**src/rtl/mw_pkg.sv**
```systemverilog
// Shared microwave-controller definitions: keypad FSM encoding, key/digit widths and BCD limits.
package mw_pkg;

  localparam int unsigned KEY_COUNT = 10;
  localparam int unsigned DIGIT_W   = 4;
  localparam int unsigned STATE_W   = 3;

  // Limits used by the controller's minute/second time registers
  localparam logic [DIGIT_W-1:0] BCD_DIGIT_MAX    = 4'd9;
  localparam logic [DIGIT_W-1:0] BCD_SEC_TENS_MAX = 4'd5;

  typedef enum logic [STATE_W-1:0] {
    KP_IDLE     = 3'd0,
    KP_DEBOUNCE = 3'd1,
    KP_PRESSED  = 3'd2,
    KP_REJECT   = 3'd3,
    KP_RELEASE  = 3'd4
  } kp_state_e;

  // One-hot key vector to BCD digit; bit i encodes as digit i
  function automatic logic [DIGIT_W-1:0] key_to_bcd(input logic [KEY_COUNT-1:0] keys);
    logic [DIGIT_W-1:0] d;
    d = '0;
    for (int unsigned i = 0; i < KEY_COUNT; i++) begin
      if (keys[i]) d = DIGIT_W'(i);
    end
    return d;
  endfunction

endpackage

```
**src/rtl/keypad_sync.sv**
```systemverilog
// N-bit two-flop synchroniser with asynchronous active-low clear; also used for startn/stopn/door_closed.
module keypad_sync #(
  parameter int unsigned WIDTH = 1
) (
  input  logic             clk,
  input  logic             clearn,
  input  logic [WIDTH-1:0] async_i,
  output logic [WIDTH-1:0] sync_o
);

  logic [WIDTH-1:0] meta_q;
  logic [WIDTH-1:0] sync_q;

  always_ff @(posedge clk or negedge clearn) begin
    if (!clearn) begin
      meta_q <= '0;
      sync_q <= '0;
    end else begin
      meta_q <= async_i;
      sync_q <= meta_q;
    end
  end

  assign sync_o = sync_q;

endmodule

```
**src/rtl/keypad_encoder.sv**
```systemverilog
// Synchronises and debounces the raw 10-key keypad, rejects multi-key presses, one BCD strobe per press.
// Build macro KEYPAD_AUTOREPEAT_EN adds a re-strobe every REPEAT_CYCLES cycles while a key is held.
module keypad_encoder
  import mw_pkg::*;
#(
  parameter int unsigned DEBOUNCE_CYCLES = 3,
  parameter int unsigned REPEAT_CYCLES   = 50
) (
  input  logic                 clk,
  input  logic                 clearn,
  input  logic [KEY_COUNT-1:0] keypad,
  output logic [DIGIT_W-1:0]   digit,
  output logic                 digit_valid,
  output logic                 key_held,
  output logic                 multi_key
);

  localparam int unsigned CNT_W = 4;
  localparam logic [CNT_W-1:0] PRESS_LAST = CNT_W'(DEBOUNCE_CYCLES - 1);
  // The PRESSED sample that first sees zero is the first release sample
  localparam logic [CNT_W-1:0] REL_LAST   = CNT_W'(DEBOUNCE_CYCLES - 2);

  if (DEBOUNCE_CYCLES < 1 || DEBOUNCE_CYCLES > 15) begin : g_bad_debounce
    $error("keypad_encoder: DEBOUNCE_CYCLES must be 1..15");
  end
  if (REPEAT_CYCLES < 2 || REPEAT_CYCLES > 255) begin : g_bad_repeat
    $error("keypad_encoder: REPEAT_CYCLES must be 2..255");
  end

  logic [KEY_COUNT-1:0] ks;
  logic                 ks_zero;
  logic                 ks_onehot;

  kp_state_e            state_q;
  logic [KEY_COUNT-1:0] cap_q;
  logic [CNT_W-1:0]     cnt_q;
  logic [DIGIT_W-1:0]   digit_q;
  logic                 valid_q;
  logic                 held_q;
  logic                 multi_q;

`ifdef KEYPAD_AUTOREPEAT_EN
  localparam int unsigned REP_W = 8;
  localparam logic [REP_W-1:0] REP_LAST = REP_W'(REPEAT_CYCLES - 1);
  logic [REP_W-1:0]     rep_q;
  logic [KEY_COUNT-1:0] ks_prev_q;
`endif

  keypad_sync #(.WIDTH(KEY_COUNT)) u_sync (
    .clk     (clk),
    .clearn  (clearn),
    .async_i (keypad),
    .sync_o  (ks)
  );

  assign ks_zero   = (ks == '0);
  assign ks_onehot = $onehot(ks);

  // Press/release debounce FSM with registered outputs
  always_ff @(posedge clk or negedge clearn) begin
    if (!clearn) begin
      state_q <= KP_IDLE;
      cap_q   <= '0;
      cnt_q   <= '0;
      digit_q <= '0;
      valid_q <= 1'b0;
      held_q  <= 1'b0;
      multi_q <= 1'b0;
`ifdef KEYPAD_AUTOREPEAT_EN
      rep_q     <= '0;
      ks_prev_q <= '0;
`endif
    end else begin
      valid_q <= 1'b0;
`ifdef KEYPAD_AUTOREPEAT_EN
      ks_prev_q <= ks;
`endif
      case (state_q)
        KP_IDLE: begin
          if (ks_onehot) begin
            cap_q   <= ks;
            cnt_q   <= '0;
            state_q <= KP_DEBOUNCE;
          end else if (!ks_zero) begin
            cnt_q   <= '0;
            multi_q <= 1'b1;
            state_q <= KP_REJECT;
          end
        end

        KP_DEBOUNCE: begin
          if (ks != cap_q) begin
            state_q <= KP_IDLE;
          end else if (cnt_q == PRESS_LAST) begin
            digit_q <= key_to_bcd(cap_q);
            valid_q <= 1'b1;
            held_q  <= 1'b1;
            state_q <= KP_PRESSED;
`ifdef KEYPAD_AUTOREPEAT_EN
            rep_q   <= '0;
`endif
          end else begin
            cnt_q <= cnt_q + CNT_W'(1);
          end
        end

        KP_PRESSED: begin
          if (ks_zero) begin
            cnt_q <= '0;
            if (DEBOUNCE_CYCLES == 1) begin
              held_q  <= 1'b0;
              state_q <= KP_IDLE;
            end else begin
              state_q <= KP_RELEASE;
            end
          end
`ifdef KEYPAD_AUTOREPEAT_EN
          else if (ks != cap_q || ks != ks_prev_q) begin
            rep_q <= '0;
          end else if (rep_q == REP_LAST) begin
            rep_q   <= '0;
            valid_q <= 1'b1;
          end else begin
            rep_q <= rep_q + REP_W'(1);
          end
`endif
        end

        KP_RELEASE: begin
          if (!ks_zero) begin
            state_q <= KP_PRESSED;
`ifdef KEYPAD_AUTOREPEAT_EN
            rep_q   <= '0;
`endif
          end else if (cnt_q == REL_LAST) begin
            held_q  <= 1'b0;
            state_q <= KP_IDLE;
          end else begin
            cnt_q <= cnt_q + CNT_W'(1);
          end
        end

        KP_REJECT: begin
          if (!ks_zero) begin
            cnt_q <= '0;
          end else if (cnt_q == PRESS_LAST) begin
            multi_q <= 1'b0;
            state_q <= KP_IDLE;
          end else begin
            cnt_q <= cnt_q + CNT_W'(1);
          end
        end

        default: begin
          held_q  <= 1'b0;
          multi_q <= 1'b0;
          state_q <= KP_IDLE;
        end
      endcase
    end
  end

  assign digit       = digit_q;
  assign digit_valid = valid_q;
  assign key_held    = held_q;
  assign multi_key   = multi_q;

endmodule

```
**config.mk**
```make
export PLATFORM = sky130hd
export DESIGN_NAME = keypad_encoder
export DESIGN_NICKNAME = d
export VERILOG_FILES = /design/src/rtl/mw_pkg.sv /design/src/rtl/keypad_sync.sv /design/src/rtl/keypad_encoder.sv
export SDC_FILE = /design/constraint.sdc
export NUM_CORES = 1
export LEC_CHECK = 0
export ABC_AREA = 1
export CORE_ASPECT_RATIO = 2
export CORE_MARGIN = 5
export CORE_UTILIZATION = 55
export CTS_CLUSTER_SIZE = 16
export DETAILED_ROUTE_END_ITERATION = 6
export GPL_ROUTABILITY_DRIVEN = 0
export PLACE_DENSITY = 0.81
export SLEW_MARGIN = 20
export SYNTH_ARGS = -nofsm -noshare
export SYNTH_HDL_FRONTEND = slang
export SYNTH_SLANG_ARGS = --single-unit
```
**constraint.sdc**
```tcl
create_clock -name clk -period 3.8 [get_ports clk]
set_input_delay 1.14 -clock clk [delete_from_list [all_inputs] [get_ports clk]]
set_output_delay 1.14 -clock clk [all_outputs]
set_load 0.005 [all_outputs]
```
# Word-level counts from Yosys, hierarchy flattened
# Cells that the tools add are included.
# op_classes
addsub	10
eq_ne	21
mux	41
bitwise_logic	3
n_reduce_logical	11
# ops
op	count
$mux 4	16
$mux 3	9
$ne 2x2->1 const B	10
$pmux 4 s5	1
$pmux 3 s5	1
$mux 1	12
$reduce_and 6->1	2
$add 1x1->2	5
$logic_not 10->1	1
$ne 10x10->1	1
$reduce_and 5->1	2
$ne 3x3->1 const B	3
$eq 4x1->1 const B	2
$add 2x2->3	2
$eq 3x2->1 const B	2
$pmux 1 s3	2
$reduce_or 3->1	2
$reduce_bool 5->1	1
$add 3x3->4	1
$add 4x1->4 const B	1
$add 4x2->4	1
$eq 4x2->1 const B	1
$eq 3x1->1 const B	1
$eq 3x3->1 const B	1
other kinds (4)	6
# word_totals
reg_bits	44
in_bits	12
out_inout_bits	7
elab_cells	95

# Depth between registers and ports, before layout
# Gate-level depths: netlist (run 1).
# logic_depth
ltp_word	9
mapped_depth	18
ltp_nobuf	18

# Cells and area by module
# From an unflattened synthesis (run 1), not the netlist that was laid out.
# unflattened
hier_cells	274
area_unflattened_um2	2268.4
# modules_own_cells
module	n_inst	cells_each	area_each_um2	seq_area_each_um2
keypad_encoder	1	254	1767.9	600.6
keypad_sync	1	20	500.5	500.5

# Worst setup path after synthesis (run 1)
# Ideal clock, no wire load.
# synth_path
path_kind	reg2reg
startpoint	register u_sync.sync_q[0] (netlist: u_sync.sync_o[0])
endpoint	register cnt_q[0]
setup_time_ps	118
arrival_ps	3287
t_required_ps	3682
slack_ps	394
stages_incl_launch_ff	18
n_path_buf	0
period_less_slack_ps	3406
cell_sequence	dfrtp_1 fa_1 fa_1 inv_1 fa_1 inv_1 ha_1 inv_1 fa_1 nand2_1 nor2_1 nand2_1 nand2_1 nor2_1 nor2_4 nand3_2 nand2_1 nand2_1
# synth_via
elab_chain_len	7
elab_cells_between_ends	15
classes_between	add/sub (4); eq/ne (6); mux (3); reduce/logical (2)
# synth_rtl
item	line	rtl
from (decl)	keypad_sync.sv:12	logic [WIDTH-1:0] sync_q;
from (signal assigned)	keypad_sync.sv:20	sync_q <= meta_q;
$add 1x1->2 (implied by the code)	keypad_encoder.sv:57	assign ks_onehot = $onehot(ks);
$add 2x2->3 (implied by the code)	keypad_encoder.sv:57	
$add 3x3->4 (implied by the code)	keypad_encoder.sv:57	
$add 4x2->4 (implied by the code)	keypad_encoder.sv:57	
$eq 4x1->1	keypad_encoder.sv:57	
$ne 3x3->1 (no source line) or $mux 4 (tied branches)	--	
$reduce_and 6->1 (no source line) or $pmux 4 s5 (tied branches)	--	
to (signal assigned)	keypad_encoder.sv:103	cnt_q <= cnt_q + CNT_W'(1);
to (signal assigned)	keypad_encoder.sv:139	cnt_q <= cnt_q + CNT_W'(1);
to (signal assigned)	keypad_encoder.sv:150	cnt_q <= cnt_q + CNT_W'(1);
to (decl)	keypad_encoder.sv:36	logic [CNT_W-1:0] cnt_q;
# Parallel ways exist; a longest one is shown, timed or not.
# A chain may end at the register's enable or synchronous reset.

# Worst setup path after layout (run 1)
# layout_path
startpoint	register u_sync.sync_q[9] (netlist: u_sync.sync_o[9])
endpoint	register cnt_q[3]
# layout_via
elab_chain_len	5
elab_cells_between_ends	13
classes_between	add/sub (2); eq/ne (6); mux (3); reduce/logical (2)
# layout_rtl
item	line
$add 1x1->2 (implied by the code)	keypad_encoder.sv:57
$add 4x2->4 (implied by the code)	keypad_encoder.sv:57
$eq 4x1->1	keypad_encoder.sv:57
$ne 3x3->1 (no source line) or $mux 4 (tied branches)	--
$reduce_and 6->1 (no source line) or $pmux 4 s5 (tied branches)	--
# Parallel ways exist; a longest one is shown, timed or not.

==> impl_metrics.toml, run 1 <==
[layout]
fin_area_sq_mm = 0.00279
nFillCells = 353
seq_area_sq_mm = 0.00110
drive_gt1_frac = 0.136
antenna_cells = 0
final_core_util = 0.649
multiInputGateArea_sq_mm = 0.00113
area_growth_pct = 16.9
layout.nets = 347

[timing]
slew_violations = 0
hold_ws_ns = 0.347
fmax_mhz = 276
slew_headroom = 0.641
hold_viol_final = 0
setup_viol = 0
post-route-min-period_ns = 3.62
fin_crit_sh = 0.952
skew_ns = 0.00500
max_slew.worst_pin.slew_ns = 0.539

[clock_network]
cts_sinks = 44
clkTransAtPathRegs_ns = 0.09
cts_root_buf = "clkbuf_8"
clock_latency_ns = 0.30
cts_tree = "yes"
clockBufferDepth = 2
hold_buffers = 0
h-tree-depth = 2
cts_made_buffers = 5

[floorplanning]
core_sq_mm = 0.00430
start_util = 0.555
num_rows = 34
dieHeight_um = 103
dieArea_sq_mm = 0.00584
die_w_um = 56.6
ioPinCount = 19

[yosys]
avgSynthCellArea_sq_um = 8.09
syn_inst = 295
ys_seq_elements = 44
netlist_area_sq_mm = 0.00239
syn-num-nets = 319
yosysWarningCount = 0
seq_area_frac_synth = 0.461
synth_cell_types = 26

[critical_path]
timing.critical_path.to_type = "flop"
startpoint_type = "flop"
required_ns = 4.04
ff2ff_setup_slack_ns = 0.18
path_class = "flop to flop"
crit_fanout = 4
cp.arrival_ns = 3.86

[flow_run]
drv_cap = 0

[routing]
vias = 1969
drcViolationCount = 0
drtIter0Drc = 51
wl_per_cell_um = 13.1
antenna_left = 0
viasPerCell = 5.21
routed_wl_mm = 4.94
drt_pass1_iterations = 6

[pwr]
p_comb_frac = 0.427
netSwitchingFraction = 0.419
p_switching_mw = 0.751
pwr-share-seq = 0.368
power_frac_clock = 0.205
power.density_mw_per_mm2 = 643
intPower_mw = 1.04
ir_drop_mv = 0.378
p_leak_nw = 1.41

[global_routing]
grt_overflow_total = 0
antenna_found_initial = 0
grt_pass1_vias = 2000
grt_pass1_wl_mm = 8.32
grt_start_max_net_pins = 45
grt_usage = 0.184

[hold_path]
hold_path.class = "flop to flop"

[placement]
dp_hpwl_mm = 3.64
port_buffers = 18
place_area_sq_mm = 0.00263

[outcome]
status = "completed"
==> stage by stage <==
| step | worst slack, ns | setup TNS [ns] | power, mW | cells |
|---|---|---|---|---|
| floorplan | 0.394 | 0 | 1.21 | 295 |
| global placement | 0.263 | 0 | 1.36 | 366 |
| detailed placement | 0.168 | 0 | 1.39 | 366 |
| CTS | 0.129 | 0 | 1.77 | 374 |
| global route | -0.00924 | -0.0185 | 1.94 | 378 |
| finish | 0.181 | 0 | 1.79 | 378 |
==> cell families (layout without fill, tap and decap cells) <==
family	count (synthesis)	count (layout)	synth area share
compound gates	25	25	0.0551
xor+xnor	4	4	0.0147
fa+ha+maj	12	12	0.0818
buf+inv	45	74	0.0718
flops	44	44	0.461
simple gates	165	165	0.315
==> layout make-up <==
| cell class | count | share of cell area |
|---|---|---|
| Tap cell | 54 | 0.0242 |
| Clock buffer | 5 | 0.0247 |
| Clock inverter | 3 | 0.0166 |
| Multi-Input combinational cell | 206 | 0.404 |
| Sequential cell | 44 | 0.396 |
| Inverter | 43 | 0.0578 |
| Timing Repair Buffer | 23 | 0.0771 |
==> sequential cells by signal, summed over array words and instances, names as in the netlist <==
name,flops
cap_q,10
u_sync.meta_q,10
u_sync.sync_o,10
cnt_q,4
digit,4
state_q,3
digit_valid,1
key_held,1
multi_key,1
==> cell usage in the layout (no fill, tap or decap), types with 8 or more instances in the layout <==
| master | count |
|---|---|
| nand3_1 | 22 |
| inv_1 | 38 |
| nand4_1 | 8 |
| clkdlybuf4s50_1 | 17 |
| nor2_2 | 10 |
| nand2_1 | 95 |
| nor2_1 | 17 |
| o21ai_1 | 16 |
| dfrtp_1 | 41 |
==> Yosys cell counts, drive strengths merged <==
cell type | instances | area (sq um)
a21oi | 5 | 28.8
and2 | 1 | 6.26
buf | 1 | 5.00
clkbuf | 1 | 5.00
dfrtp | 44 | 1100
fa | 6 | 120
ha | 6 | 75.1
inv | 43 | 161
nand2 | 100 | 385
nand3 | 23 | 120
nand3b | 2 | 18.8
nand4 | 8 | 50.1
nor2 | 29 | 139
nor3 | 2 | 32.5
o21ai | 19 | 95.1
o21bai | 1 | 7.51
xnor2 | 2 | 17.5
xor2 | 2 | 17.5
==> final timing paths <==
check                                  from          endpoint  cells after the start
setup reg to reg           u_sync.sync_o[9]          cnt_q[3]                     17
hold / removal             u_sync.meta_q[4]  u_sync.sync_o[4]                      0
hold reg to reg            u_sync.meta_q[4]  u_sync.sync_o[4]                      0
max in group asynchronous            clearn  u_sync.sync_o[3]                      1
min in group asynchronous            clearn          cap_q[3]                      1
setup / recovery           u_sync.sync_o[9]          cnt_q[3]                     17
==> power by group through the flow <==
stage | Combinational [mW] | Clock, mW | Sequential, mW
floorplan | 0.561 | 0 | 0.647
global placement | 0.696 | 0 | 0.665
detailed placement | 0.724 | 0 | 0.669
CTS | 0.727 | 0.377 | 0.662
global route | 0.872 | 0.397 | 0.675
finish | 0.766 | 0.368 | 0.660
==> routing by layer <==
metal | vias up | share of wire | global-route usage
li1 | 975 | - | -
met1 | 911 | 0.36 | 0.184
met2 | 58 | 0.55 | 0.347
met5 | - | 0 | 0
met3 | 25 | 0.038 | 0.0263
met4 | 0 | 0.058 | 0.117
==> repair_timing <==
item                                    CTS  global route
gates resized for setup                   0             7
buffers inserted                          0             4
endpoints found under the setup margin    0             6
==> worst max-delay path, stage by stage (launching register included) <==
cell and delay, ns:
dfrtp_1 0.48, fa_1 0.48, fa_1 0.50, inv_1 0.05
fa_1 0.43, inv_1 0.08, ha_1 0.16, inv_1 0.05
fa_1 0.48, nand2_1 0.06, nor2_2 0.13, nand2_1 0.10
nand2_2 0.08, nor2_2 0.05, nor2_4 0.12, buf_4 0.14
nand4_1 0.11, nand2_1 0.08
Note: power is estimated with default switching activity, not from simulation.
==> run 2, diff against run 1 <==
--- a/config.mk
+++ b/config.mk
@@ -6,6 +6,7 @@
 export NUM_CORES = 1
 export LEC_CHECK = 0
 export ABC_AREA = 1
+export ABC_CLOCK_PERIOD_IN_PS = 3550
 export CORE_ASPECT_RATIO = 2
 export CORE_MARGIN = 5
 export CORE_UTILIZATION = 55
==> constraint.sdc (replaced) <==
create_clock -name clk -period 3.55 [get_ports clk]
set_input_delay 1.065 -clock clk [delete_from_list [all_inputs] [get_ports clk]]
set_output_delay 1.065 -clock clk [all_outputs]
set_load 0.005 [all_outputs]
==> impl_metrics.toml, run 2 (synthesis gave the netlist of run 1 again) <==
[clock_network]
clkTransAtPathRegs_ns = 0.08
clock_latency_ns = 0.30
hold_buffers = 0
cts_made_buffers = 5
cts_sinks = 44
h-tree-depth = 2
clockBufferDepth = 2
cts_root_buf = "clkbuf_8"
cts_tree = "yes"

[timing]
fin_crit_sh = 1.01
fin_ws_ns = -0.0471
slew_violations = 0
post-route-min-period_ns = 3.60
setup_viol = 6
skew_ns = 0.0119
tns_ns = -0.201
hold_viol_final = 0
slew_headroom = 0.371
max_slew.worst_pin.slew_ns = 0.943
hold_ws_ns = 0.338
rsz0062_at_grt = "true"
fmax_mhz = 278

[global_routing]
grt_pass1_wl_mm = 8.46
grt_start_max_net_pins = 45
grt_overflow_total = 0
grt_usage = 0.189
grt_pass1_vias = 1951
antenna_found_initial = 0

[pwr]
p_leak_nw = 1.43
ir_drop_mv = 0.548
power.density_mw_per_mm2 = 663

[hold_path]
hold_path.class = "flop to flop"
min_from = "u_sync.meta_q[3]"

[layout]
area_growth_pct = 18.2
final_common_cell = "nand2_1"
antenna_cells = 0
drive_gt1_frac = 0.158
final_cell_mix = "93 x nand2_1, 44 x dfrtp_1, 37 x inv_1"
layout.nets = 353

[critical_path]
ff2ff_setup_slack_ns = -0.05
startpoint_type = "flop"
reg2reg_from = "u_sync.sync_o[7]"
path_class = "flop to flop"
timing.critical_path.to_type = "flop"
cp.arrival_ns = 3.84
startpoint = "u_sync.sync_o[7]"
crit_fanout = 3
required_ns = 3.79

[floorplanning]
num_rows = 34
start_util = 0.555
dieHeight_um = 103
ioPinCount = 19
core_sq_mm = 0.00430
die_w_um = 56.6
dieArea_sq_mm = 0.00584

[outcome]
status = "complete, but fails checks"
violations = "setup timing"

[routing]
drtIter0Drc = 26
routed_wl_mm = 4.99
wl_per_cell_um = 13.0
drcViolationCount = 0
antenna_left = 0
vias = 1962
viasPerCell = 5.12
drt_pass1_iterations = 4

[flow_run]
drv_cap = 0

[placement]
port_buffers = 18
dp_hpwl_mm = 3.78
dp_slack_ns = -0.0818
-- run 2: cell count changes in the layout (fill, tap and decap cells not counted), sizes merged --
cell	delta
clkinv	+1
bufinv	-1
inv	-1
buf	+6
-- run 2: area by class of cell --
class	count	area [sq um]
Tap cell	54	67.6
Sequential cell	44	1100
Clock buffer	5	68.8
Multi-Input combinational cell	206	1140
Inverter	43	161
Fill cell	356	1480
Timing Repair Buffer	29	265
Clock inverter	2	12.5
-- run 2: final timing paths --
path / end / depth (start not counted)
max in group asynchronous: u_sync.sync_o[6] / 1
max reg2reg: cnt_q[1] / 17
min: u_sync.sync_o[3] / 0
max: cnt_q[1] / 17
min in group asynchronous: cap_q[0] / 1
min reg2reg: u_sync.sync_o[3] / 0
-- run 2: metal layers --
layer	share of wire	global-route usage
met4	0.033	0.0987
met2	0.57	0.370
met5	0	0
met3	0.028	0.0288
met1	0.37	0.185
-- run 2: timing repair --
item                                    in CTS  in global routing
endpoints found under the setup margin       7                 17
pin swaps                                    7                  5
endpoints found under the hold margin        0                  0
buffers inserted                             1                  3
resized for setup                            4                  8
-- run 2: per-stage QoR --
stage                     power (mW)  area (sq um)  cells   util
after floorplan                 1.29          2390    295      -
after global placement          1.46          2670    372  0.622
after detailed placement        1.50          2670    372  0.622
after CTS                       1.81          2770    380  0.644
after global routing            2.03          2820    383  0.656
final                           1.87          2820    383  0.656
-- run 2: where the power goes --
group / leakage [nW] / switching [mW] / total, mW / internal (mW)
clock network: 0.0400 / 0.170 / 0.303 / 0.133
registers: 0.550 / 0.112 / 0.707 / 0.595
logic: 0.843 / 0.526 / 0.861 / 0.334
-- run 2: critical path, stage by stage (launching register included) --
cell and delay, ns:
dfrtp_1 0.40, fa_1 0.52, fa_1 0.53, inv_1 0.05
fa_1 0.43, inv_1 0.07, ha_2 0.18, inv_2 0.04
fa_1 0.48, nand2_1 0.07, nor2_2 0.11, nand2_1 0.09
nand2_1 0.09, nor2_2 0.05, nor2_4 0.13, buf_4 0.14
nand4_1 0.09, nand2_1 0.08
==> run 3, diff against run 2 <==
--- a/config.mk
+++ b/config.mk
@@ -14,6 +14,7 @@
 export DETAILED_ROUTE_END_ITERATION = 6
 export GPL_ROUTABILITY_DRIVEN = 0
 export PLACE_DENSITY = 0.81
+export SKIP_LAST_GASP = 1
 export SLEW_MARGIN = 20
 export SYNTH_ARGS = -nofsm -noshare
 export SYNTH_HDL_FRONTEND = slang
==> results of run 3 <==
Same layout as run 2: the final DEF is identical, and so are final timing and power.
